## src/rtl/alu_result_sink.sv

```systemverilog
// -----------------------------------------------------------------------------
// alu_result_sink
//
// Receives packed ALU result words and does two things with each one. The
// 16-bit data field goes into a small FIFO, which a downstream consumer drains.
// When in_setf is set, the four status flags in the word load a flag register.
// That flag register feeds a one-cycle branch-condition evaluator.
//
// Ports
//   clock        : sole clock; all state updates on its rising edge
//   reset        : asynchronous, active-high; clears queue, flags and evaluator
//   in_valid     : producer offers in_word
//   in_ready     : queue has a free entry (depends on registered state only)
//   in_word[19:0]: [15:0] data, [16] S, [17] V, [18] Z, [19] C
//   in_setf      : accepted word also loads the flag register
//   out_valid    : queue head holds data
//   out_ready    : consumer takes the head this edge
//   out_data     : data at queue head, 16'h0000 when empty
//   flag_s/v/z/c : current flag register
//   cond_req     : request a branch-condition evaluation
//   cond_sel[2:0]: 0 BE, 1 BLT, 2 BLE, 3 BNE, 4 always, 5-7 never
//   cond_valid   : high exactly one cycle after each cond_req
//   cond_taken   : evaluation result, 0 whenever cond_valid is 0
//
// Parameter
//   DEPTH        : number of queue entries; must be a power of two, >= 2
// -----------------------------------------------------------------------------
module alu_result_sink #(
  parameter int DEPTH = 4
) (
  input  logic        clock,
  input  logic        reset,
  input  logic        in_valid,
  output logic        in_ready,
  input  logic [19:0] in_word,
  input  logic        in_setf,
  output logic        out_valid,
  input  logic        out_ready,
  output logic [15:0] out_data,
  output logic        flag_s,
  output logic        flag_v,
  output logic        flag_z,
  output logic        flag_c,
  input  logic        cond_req,
  input  logic [2:0]  cond_sel,
  output logic        cond_valid,
  output logic        cond_taken
);

  // Pointers are log2(DEPTH) bits wide. Because DEPTH is a power of two, they
  // wrap from DEPTH-1 to 0 naturally. The count needs one more bit so that it
  // can represent the full state (count == DEPTH).
  localparam int AW = $clog2(DEPTH);
  localparam int CW = AW + 1;
  localparam logic [CW-1:0] DEPTH_C = CW'(DEPTH);
  localparam logic [CW-1:0] ONE_C   = CW'(1);
  localparam logic [AW-1:0] PONE_C  = AW'(1);

  typedef enum logic {
    IDLE = 1'b0,
    EVAL = 1'b1
  } state_t;

  // ---------------------------------------------------------------------------
  // Registered state
  // ---------------------------------------------------------------------------
  logic [15:0]   mem_reg [DEPTH];
  logic [AW-1:0] wr_ptr_reg, wr_ptr_next;
  logic [AW-1:0] rd_ptr_reg, rd_ptr_next;
  logic [CW-1:0] count_reg, count_next;
  logic          s_reg, s_next;
  logic          v_reg, v_next;
  logic          z_reg, z_next;
  logic          c_reg, c_next;
  state_t        state_reg, state_next;
  logic          taken_reg, taken_next;

  // ---------------------------------------------------------------------------
  // Handshakes
  // ---------------------------------------------------------------------------
  logic push;
  logic pop;

  // in_ready is derived from count_reg alone. This keeps out_ready off the
  // input handshake path. As a result, a slot freed by a pop while the queue
  // is full only becomes visible on the following cycle.
  assign in_ready  = (count_reg < DEPTH_C);
  assign out_valid = (count_reg != '0);
  assign push      = in_valid && in_ready;
  assign pop       = out_valid && out_ready;

  // The data output is gated by occupancy. Stale array contents, including
  // those left over from before a reset, never reach the port.
  assign out_data  = out_valid ? mem_reg[rd_ptr_reg] : 16'h0000;

  assign flag_s = s_reg;
  assign flag_v = v_reg;
  assign flag_z = z_reg;
  assign flag_c = c_reg;

  // ---------------------------------------------------------------------------
  // Queue next-state
  // ---------------------------------------------------------------------------
  always_comb begin
    wr_ptr_next = wr_ptr_reg;
    rd_ptr_next = rd_ptr_reg;
    count_next  = count_reg;

    if (push) begin
      wr_ptr_next = wr_ptr_reg + PONE_C;
    end
    if (pop) begin
      rd_ptr_next = rd_ptr_reg + PONE_C;
    end

    // When a push and a pop happen together, the count does not change.
    unique case ({push, pop})
      2'b10:   count_next = count_reg + ONE_C;
      2'b01:   count_next = count_reg - ONE_C;
      default: count_next = count_reg;
    endcase
  end

  // ---------------------------------------------------------------------------
  // Flag register next-state
  // ---------------------------------------------------------------------------
  // The flags come straight from the word. Nothing is recomputed from the data
  // field. Loading happens on the accept edge, independent of when the entry
  // is later popped.
  always_comb begin
    s_next = s_reg;
    v_next = v_reg;
    z_next = z_reg;
    c_next = c_reg;
    if (push && in_setf) begin
      s_next = in_word[16];
      v_next = in_word[17];
      z_next = in_word[18];
      c_next = in_word[19];
    end
  end

  // ---------------------------------------------------------------------------
  // Condition evaluator: next-state and registered outputs
  // ---------------------------------------------------------------------------
  // The evaluation reads the flag registers, not their next values. A flag
  // load in the same cycle as cond_req therefore does not affect the result.
  always_comb begin
    logic lt;
    lt         = s_reg ^ v_reg;
    state_next = cond_req ? EVAL : IDLE;
    taken_next = 1'b0;
    if (cond_req) begin
      unique case (cond_sel)
        3'd0:    taken_next = z_reg;
        3'd1:    taken_next = lt;
        3'd2:    taken_next = z_reg | lt;
        3'd3:    taken_next = ~z_reg;
        3'd4:    taken_next = 1'b1;
        default: taken_next = 1'b0;
      endcase
    end
  end

  assign cond_valid = (state_reg == EVAL);
  assign cond_taken = taken_reg;

  // ---------------------------------------------------------------------------
  // State registers (asynchronous reset)
  // ---------------------------------------------------------------------------
  always_ff @(posedge clock or posedge reset) begin
    if (reset) begin
      wr_ptr_reg <= '0;
      rd_ptr_reg <= '0;
      count_reg  <= '0;
      s_reg      <= 1'b0;
      v_reg      <= 1'b0;
      z_reg      <= 1'b0;
      c_reg      <= 1'b0;
      state_reg  <= IDLE;
      taken_reg  <= 1'b0;
    end else begin
      wr_ptr_reg <= wr_ptr_next;
      rd_ptr_reg <= rd_ptr_next;
      count_reg  <= count_next;
      s_reg      <= s_next;
      v_reg      <= v_next;
      z_reg      <= z_next;
      c_reg      <= c_next;
      state_reg  <= state_next;
      taken_reg  <= taken_next;
    end
  end

  // ---------------------------------------------------------------------------
  // Entry storage
  // ---------------------------------------------------------------------------
  // The storage array has no reset, so it can map onto RAM. Its contents are
  // don't-care whenever the count says the slot is empty.
  always_ff @(posedge clock) begin
    if (push) begin
      mem_reg[wr_ptr_reg] <= in_word[15:0];
    end
  end

endmodule
```

## config.mk

```make
export PLATFORM = sky130hd
export DESIGN_NAME = alu_result_sink
export DESIGN_NICKNAME = d
export VERILOG_FILES = /design/src/rtl/alu_result_sink.sv
export SDC_FILE = /design/constraint.sdc
export NUM_CORES = 1
export LEC_CHECK = 0
export BUFFER_PORTS_ARGS = -buffer_cell sky130_fd_sc_hd__buf_2
export CORE_ASPECT_RATIO = 0.5
export CORE_MARGIN = 5
export CORE_UTILIZATION = 30
export CTS_CLUSTER_DIAMETER = 80
export DETAILED_ROUTE_END_ITERATION = 10
export PLACE_DENSITY = 0.59
export SKIP_CTS_REPAIR_TIMING = 1
export SYNTH_ARGS = -nofsm -noshare
export SYNTH_HDL_FRONTEND = slang
export SYNTH_SLANG_ARGS = --single-unit
```

## constraint.sdc

```tcl
create_clock -name clock -period 3.6 [get_ports clock]
set_input_delay 0.18 -clock clock [delete_from_list [all_inputs] [get_ports clock]]
set_output_delay 0.18 -clock clock [all_outputs]
set_load 0.03 [all_outputs]
```

==> results.toml, run 1 <==
[worst_setup_path]
criticalPathCategory = "reg2out"
setup.worst_path.start = "rd_ptr_reg[0]"
ff2ff_path_depth = 6
regToRegStartpoint = "count_reg[0]"
regToRegSetupSlack_ns = 1.28
critical_path.startpoint_type = "flop"
arrival_ns = 2.34
critPathRequiredTime_ns = 3.42
setup.worst_path.end = "out_data[2]"
cp-end-kind = "output port"
critical_path.reg2reg.endpoint = "count_reg[1]"
cp_max_fo = 12

[die]
die_area_um2 = 12700
fp-row-count = 26
dieHeight_um = 82.3
dieWidth_um = 155
io-pin-count = 53
effective_utilization_at_floorplan_pct = 30.7
design.core.area_um2 = 10200

[yosys]
post-synth-top-area-cell = "edfxtp_1"
postSynth.topFlopCell = "edfxtp_1"
netlist-cell-type-count = 27
netlist.area_leader.share_pct = 61.3
synthesis.nets = 196
ys_top_cells_by_area = "edfxtp_1 (61%), dfrtp_1 (10%), mux4_1 (6.7%)"
syn_area_um2 = 3130
asyncSetResetFlopFracSynth_pct = 16.9
yosysSeqAreaShare_pct = 71.7
synth_warnings = 0
postSynthCellCount = 161
synth_enable_flop_cells = 64
ys_seq_elements = 77
synthesis.area_per_instance_um2 = 19.5

[layout]
layout-area-overhead-vs-synth_pct = 24.0
seqCellArea_um2 = 2250
finalCoreUtilization_pct = 38.1
share_of_post_route_cells_with_drive_strength_above_1_pct = 35.6
flip_flop_count_of_the_largest_register_after_layout = 64
filler_cell_count = 948
layout_cells_excl_fill = 365
antenna_cells = 0
finalNetCount = 255
design_area_um2 = 3890
multi_input_comb_area_um2 = 795

[detailed_routing]
route.detailed.vias_per_inst = 4.32
via_count = 1575
drt_iter0_drc = 73
post_drt_wl_per_cell_um = 15.4
totalWireLength_um = 5610
drt.antenna.violating_nets = 0
drt_first_pass_iters = 4
detail_route.drc_violations = 0

[global_route]
globalRoute.busiestLayer = "met2"
grt_max_degree = 20
number_of_antenna_violations_at_the_first_check_in_global_routing = 0
grt_pass1_wl_um = 9310
grtUsageTotal_pct = 9.76
grt_use_met3_pct = 3.44
grt_pass1_vias = 1837
globalRouteMet1Util_pct = 11.7
grt.overflow.total = 0
grt_util_met2_pct = 16.3

[cts]
cts_tree = "built"
cts_max_path_buffers = 2
worstSkewPairLatency_ns = 0.33
htree_num_levels = 3
cts_root_buf = "clkbuf_16"
cts.clk_slew.worst_paths_ns = 0.06
cts.sink_count = 77
cts-buffers-inserted = 9

[sta]
max_slew.worst_pin.slew_ns = 0.889
timing.hold.ws_ns = 0.0652
fin_crit_ns = 2.52
final_max_slew_viol_count = 0
final_worst_setup_slack_ns = 1.08
report.final.setup_viol = 0
final.setup.tns_ns = 0
relSlewSlack_pct = 40.7
setup_repair_after_global_routing_missed_its_margin = "false"
finClkSkew_ns = 0.00732
hold_viol_final = 0
fin_crit_sh_pct = 70.0
fmaxAchievable_ghz = 0.397

[placement]
detailedPlace.worstSlack_ns = 1.30
portBuffers = 52
gp_congestion = 0.701
dpl_cell_area_um2 = 3520
placedCellCount = 347
detailed_place_hpwl_um = 3760

[power]
total_power_mw = 3.47
power_density_nw_per_um2 = 893
vdd.ir_drop.worst_mv = 0.329
static-leakage-power_nw = 1.47

[hold_path]
hold_path.class = "in2reg"

[job]
drv.max_cap_violation_count = 0

[outcome]
status = "finished clean"
## report_power, final
group          switching [mW]  total [mW]  leakage [nW]  internal [mW]
Sequential              0.137        1.28         0.736           1.15
Combinational           0.690        1.16         0.565          0.473
Clock                   0.345        1.02         0.168          0.680
Total                    1.17        3.47          1.47           2.30
## cell type report
cell class / count / share of cell area (%)
flip-flops and latches: 77 / 57.8
well taps: 140 / 4.51
clock inverters: 7 / 3.09
repair buffers: 55 / 7.40
clock buffers: 9 / 5.79
multi-input cells: 67 / 20.4
inverters: 10 / 0.966
## routing by layer
metal,vias up,part of all wire [%]
met3,7,4.5
met2,45,50
met1,784,44
met5,-,0
met4,0,1.5
li1,739,-
## critical path: stages (launching register included)
cell and delay (ns):
dfrtp_1 0.81, buf_4 0.30, mux4_1 0.55, and2_1 0.17
buf_2 0.17
## synthesized netlist by cell type (2+ instances only)
library cell   n
mux4_1         8
and2_1        21
xor2_1         2
xnor2_1        5
mux2_2         4
inv_1         10
ha_1           5
buf_2          4
edfxtp_1      64
mux4_2         8
dfrtp_1       13
nand2_1        2
## cells in the final DEF, fill, tap and decap left out, types with 2 or more instances in the layout
cell,instances
nand2_1,2
edfxtp_1,64
buf_2,52
mux4_2,8
clkbuf_16,9
xnor2_1,5
dfrtp_1,13
inv_1,10
and2_1,21
bufinv_16,3
mux2_2,4
inv_6,2
dlygate4sd3_1,2
mux4_1,8
xor2_1,2
ha_1,5
## kinds of logic (layout without fill, tap and decap cells)
| logic type | after synthesis | in the layout | synth area share, % |
|---|---|---|---|
| flip-flops | 77 | 77 | 71.7 |
| AND/OR/NAND/NOR | 30 | 30 | 5.75 |
| multiplexers | 21 | 21 | 14.2 |
| buffers and inverters | 17 | 81 | 2.95 |
| XOR/XNOR | 7 | 7 | 1.96 |
| adder cells (fa/ha/maj) | 6 | 6 | 2.63 |
| AO/OA/AOI/OAI | 3 | 3 | 0.798 |
## worst min-delay path by stage
| stage | from | endpoint | slack [ns] | cells past startpoint |
|---|---|---|---|---|
| 2_1_floorplan | reset | cond_taken | 0.06 | 1 |
| 3_3_place_gp | reset | cond_valid | 0.23 | 2 |
| 3_5_place_dp | reset | cond_valid | 0.25 | 2 |
| 4_1_cts | reset | flag_v | -0.11 | 2 |
| 5_1_grt | in_word[13] | mem_reg[0][13] | 0.05 | 1 |
| 6_report | in_word[8] | mem_reg[1][8] | 0.07 | 1 |
No activity file was read; power rests on OpenSTA's default activity.
==> run 2, diff against run 1 <==
--- a/config.mk
+++ b/config.mk
@@ -11,7 +11,7 @@
 export CORE_UTILIZATION = 30
 export CTS_CLUSTER_DIAMETER = 80
 export DETAILED_ROUTE_END_ITERATION = 10
-export PLACE_DENSITY = 0.59
+export PLACE_DENSITY = 0.61
 export SKIP_CTS_REPAIR_TIMING = 1
 export SYNTH_ARGS = -nofsm -noshare
 export SYNTH_HDL_FRONTEND = slang
==> constraint.sdc (replaced) <==
create_clock -name clock -period 2.2 [get_ports clock]
set_input_delay 0.11 -clock clock [delete_from_list [all_inputs] [get_ports clock]]
set_output_delay 0.11 -clock clock [all_outputs]
set_load 0.03 [all_outputs]
==> results.toml, run 2 (synthesis gave the netlist of run 1 again) <==
[power]
pwr-share-clk_pct = 25.1
switching_share_pct = 35.8
portion_of_total_power_attributed_to_sequential_cells_pct = 36.9
cellInternalPower_mw = 3.51
power_density_nw_per_um2 = 1360
p_comb_share_pct = 38.0
vdd.ir_drop.worst_mv = 0.417
static-leakage-power_nw = 1.53
net-switching-power_mw = 1.96

[die]
dieWidth_um = 155
die_area_um2 = 12700
dieHeight_um = 82.3
fp-row-count = 26
design.core.area_um2 = 10200
io-pin-count = 53
effective_utilization_at_floorplan_pct = 30.7

[placement]
detailed_place_hpwl_um = 3760
placedCellCount = 354
dpl_cell_area_um2 = 3590
gp_congestion = 0.677
portBuffers = 52

[layout]
design_area_um2 = 4030
finalCoreUtilization_pct = 39.5
final_common_cell = "edfxtp_1"
layout.cells.most_common_list = "edfxtp_1 (64), buf_2 (52), and2_1 (21), dlygate4sd3_1 (16), dfrtp_1 (12)"
share_of_post_route_cells_with_drive_strength_above_1_pct = 36.2
antenna_cells = 0
filler_cell_count = 958
flip_flop_count_of_the_largest_register_after_layout = 64
layout_cells_excl_fill = 386
layout-area-overhead-vs-synth_pct = 28.6
finalNetCount = 276

[sta]
finClkSkew_ns = 0.00467
setup_repair_after_global_routing_missed_its_margin = "false"
hold_viol_final = 0
fin_crit_sh_pct = 91.3
relSlewSlack_pct = 63.4
max_slew.worst_pin.slew_ns = 0.549
final.setup.tns_ns = 0
final_max_slew_viol_count = 0
report.final.setup_viol = 0
fin_crit_ns = 2.01
fmaxAchievable_ghz = 0.498

[detailed_routing]
drt_iter0_drc = 61
drt_first_pass_iters = 4
via_count = 1655
totalWireLength_um = 5700
route.detailed.vias_per_inst = 4.29
post_drt_wl_per_cell_um = 14.8
detail_route.drc_violations = 0
drt.antenna.violating_nets = 0

[worst_setup_path]
ff2ff_path_depth = 6
cp-end-kind = "output port"
critical_path.reg2reg.endpoint = "count_reg[1]"
arrival_ns = 1.90
setup.worst_path.start = "rd_ptr_reg[0]"
setup.worst_path.end = "out_data[4]"
critPathRequiredTime_ns = 2.09
regToRegSetupSlack_ns = 0.31
critical_path.startpoint_type = "flop"
cp_max_fo = 13
criticalPathCategory = "reg2out"
regToRegStartpoint = "count_reg[0]"

[global_route]
grt_pass1_vias = 1800
grtUsageTotal_pct = 9.55
grt_max_degree = 19
number_of_antenna_violations_at_the_first_check_in_global_routing = 0
grt.overflow.total = 0
grt_pass1_wl_um = 8870

[cts]
cts_tree = "built"
cts_root_buf = "clkbuf_16"
cts_max_path_buffers = 2
cts.clk_slew.worst_paths_ns = 0.06
cts.sink_count = 77
worstSkewPairLatency_ns = 0.33
htree_num_levels = 3
cts-buffers-inserted = 9

[outcome]
status = "finished clean"

[hold_path]
hold_path.class = "in2reg"

[job]
drv.max_cap_violation_count = 0
[run 2: cell types whose count changed in the layout (fill, tap and decap cells not counted), moves of 2 or more]
cell	previous run	this run
dlygate4sd3_1	2	16
bufinv_16	3	0
clkinvlp_4	0	2
buf_4	1	7
[run 2: worst max-delay path, stage by stage, from the launching register on]
cell     delay, ns
dfrtp_2       0.47
buf_12        0.19
mux4_1        0.55
and2_1        0.17
buf_2         0.17
[run 2: worst min-delay path by stage]
stage,depth (start not counted),from,to,slack [ns]
floorplan,1,reset,cond_taken,-0.01
global placement,2,reset,rd_ptr_reg[1],0.17
detailed placement,2,reset,rd_ptr_reg[1],0.18
CTS,2,reset,rd_ptr_reg[1],-0.18
global route,2,in_word[16],flag_s,-0.004
finish,1,in_word[6],mem_reg[2][6],0.005
[run 2: area by class of cell]
class	count	area (µm²)	area share, %
clock buffers	9	225	5.59
clock inverters	7	57.6	1.43
inverters	10	37.5	0.931
multi-input cells	67	795	19.7
flip-flops and latches	77	2250	55.8
well taps	140	175	4.35
repair buffers	76	493	12.2
[run 2: through the flow]
step           hold slack [ns]  power (mW)  setup WS [ns]
2_1_floorplan          -0.0130        3.56          0.288
3_3_place_gp             0.166        4.09          0.379
3_5_place_dp             0.185        4.15          0.310
4_1_cts                 -0.177        5.54         0.0677
5_1_grt               -0.00435        5.79         0.0897
6_report               0.00480        5.47          0.191
[run 2: metal layers]
layer / up-vias / part of all wire (%) / track usage, % / routed length [µm]
met5: - / 0 / 0 / 0
met4: 0 / 1.7 / 3.70 / 96
met3: 9 / 4.5 / 4.42 / 259
met2: 33 / 53 / 16.4 / 3020
met1: 834 / 41 / 10.6 / 2320
li1: 779 / - / - / -
[run 2: power by group through the flow]
stage	clock network (mW)	logic, mW	registers, mW
6_report	1.38	2.08	2.02
5_1_grt	1.48	2.26	2.04
4_1_cts	1.41	2.11	2.02
3_5_place_dp	0	2.10	2.05
3_3_place_gp	0	2.07	2.02
2_1_floorplan	0	1.50	2.06
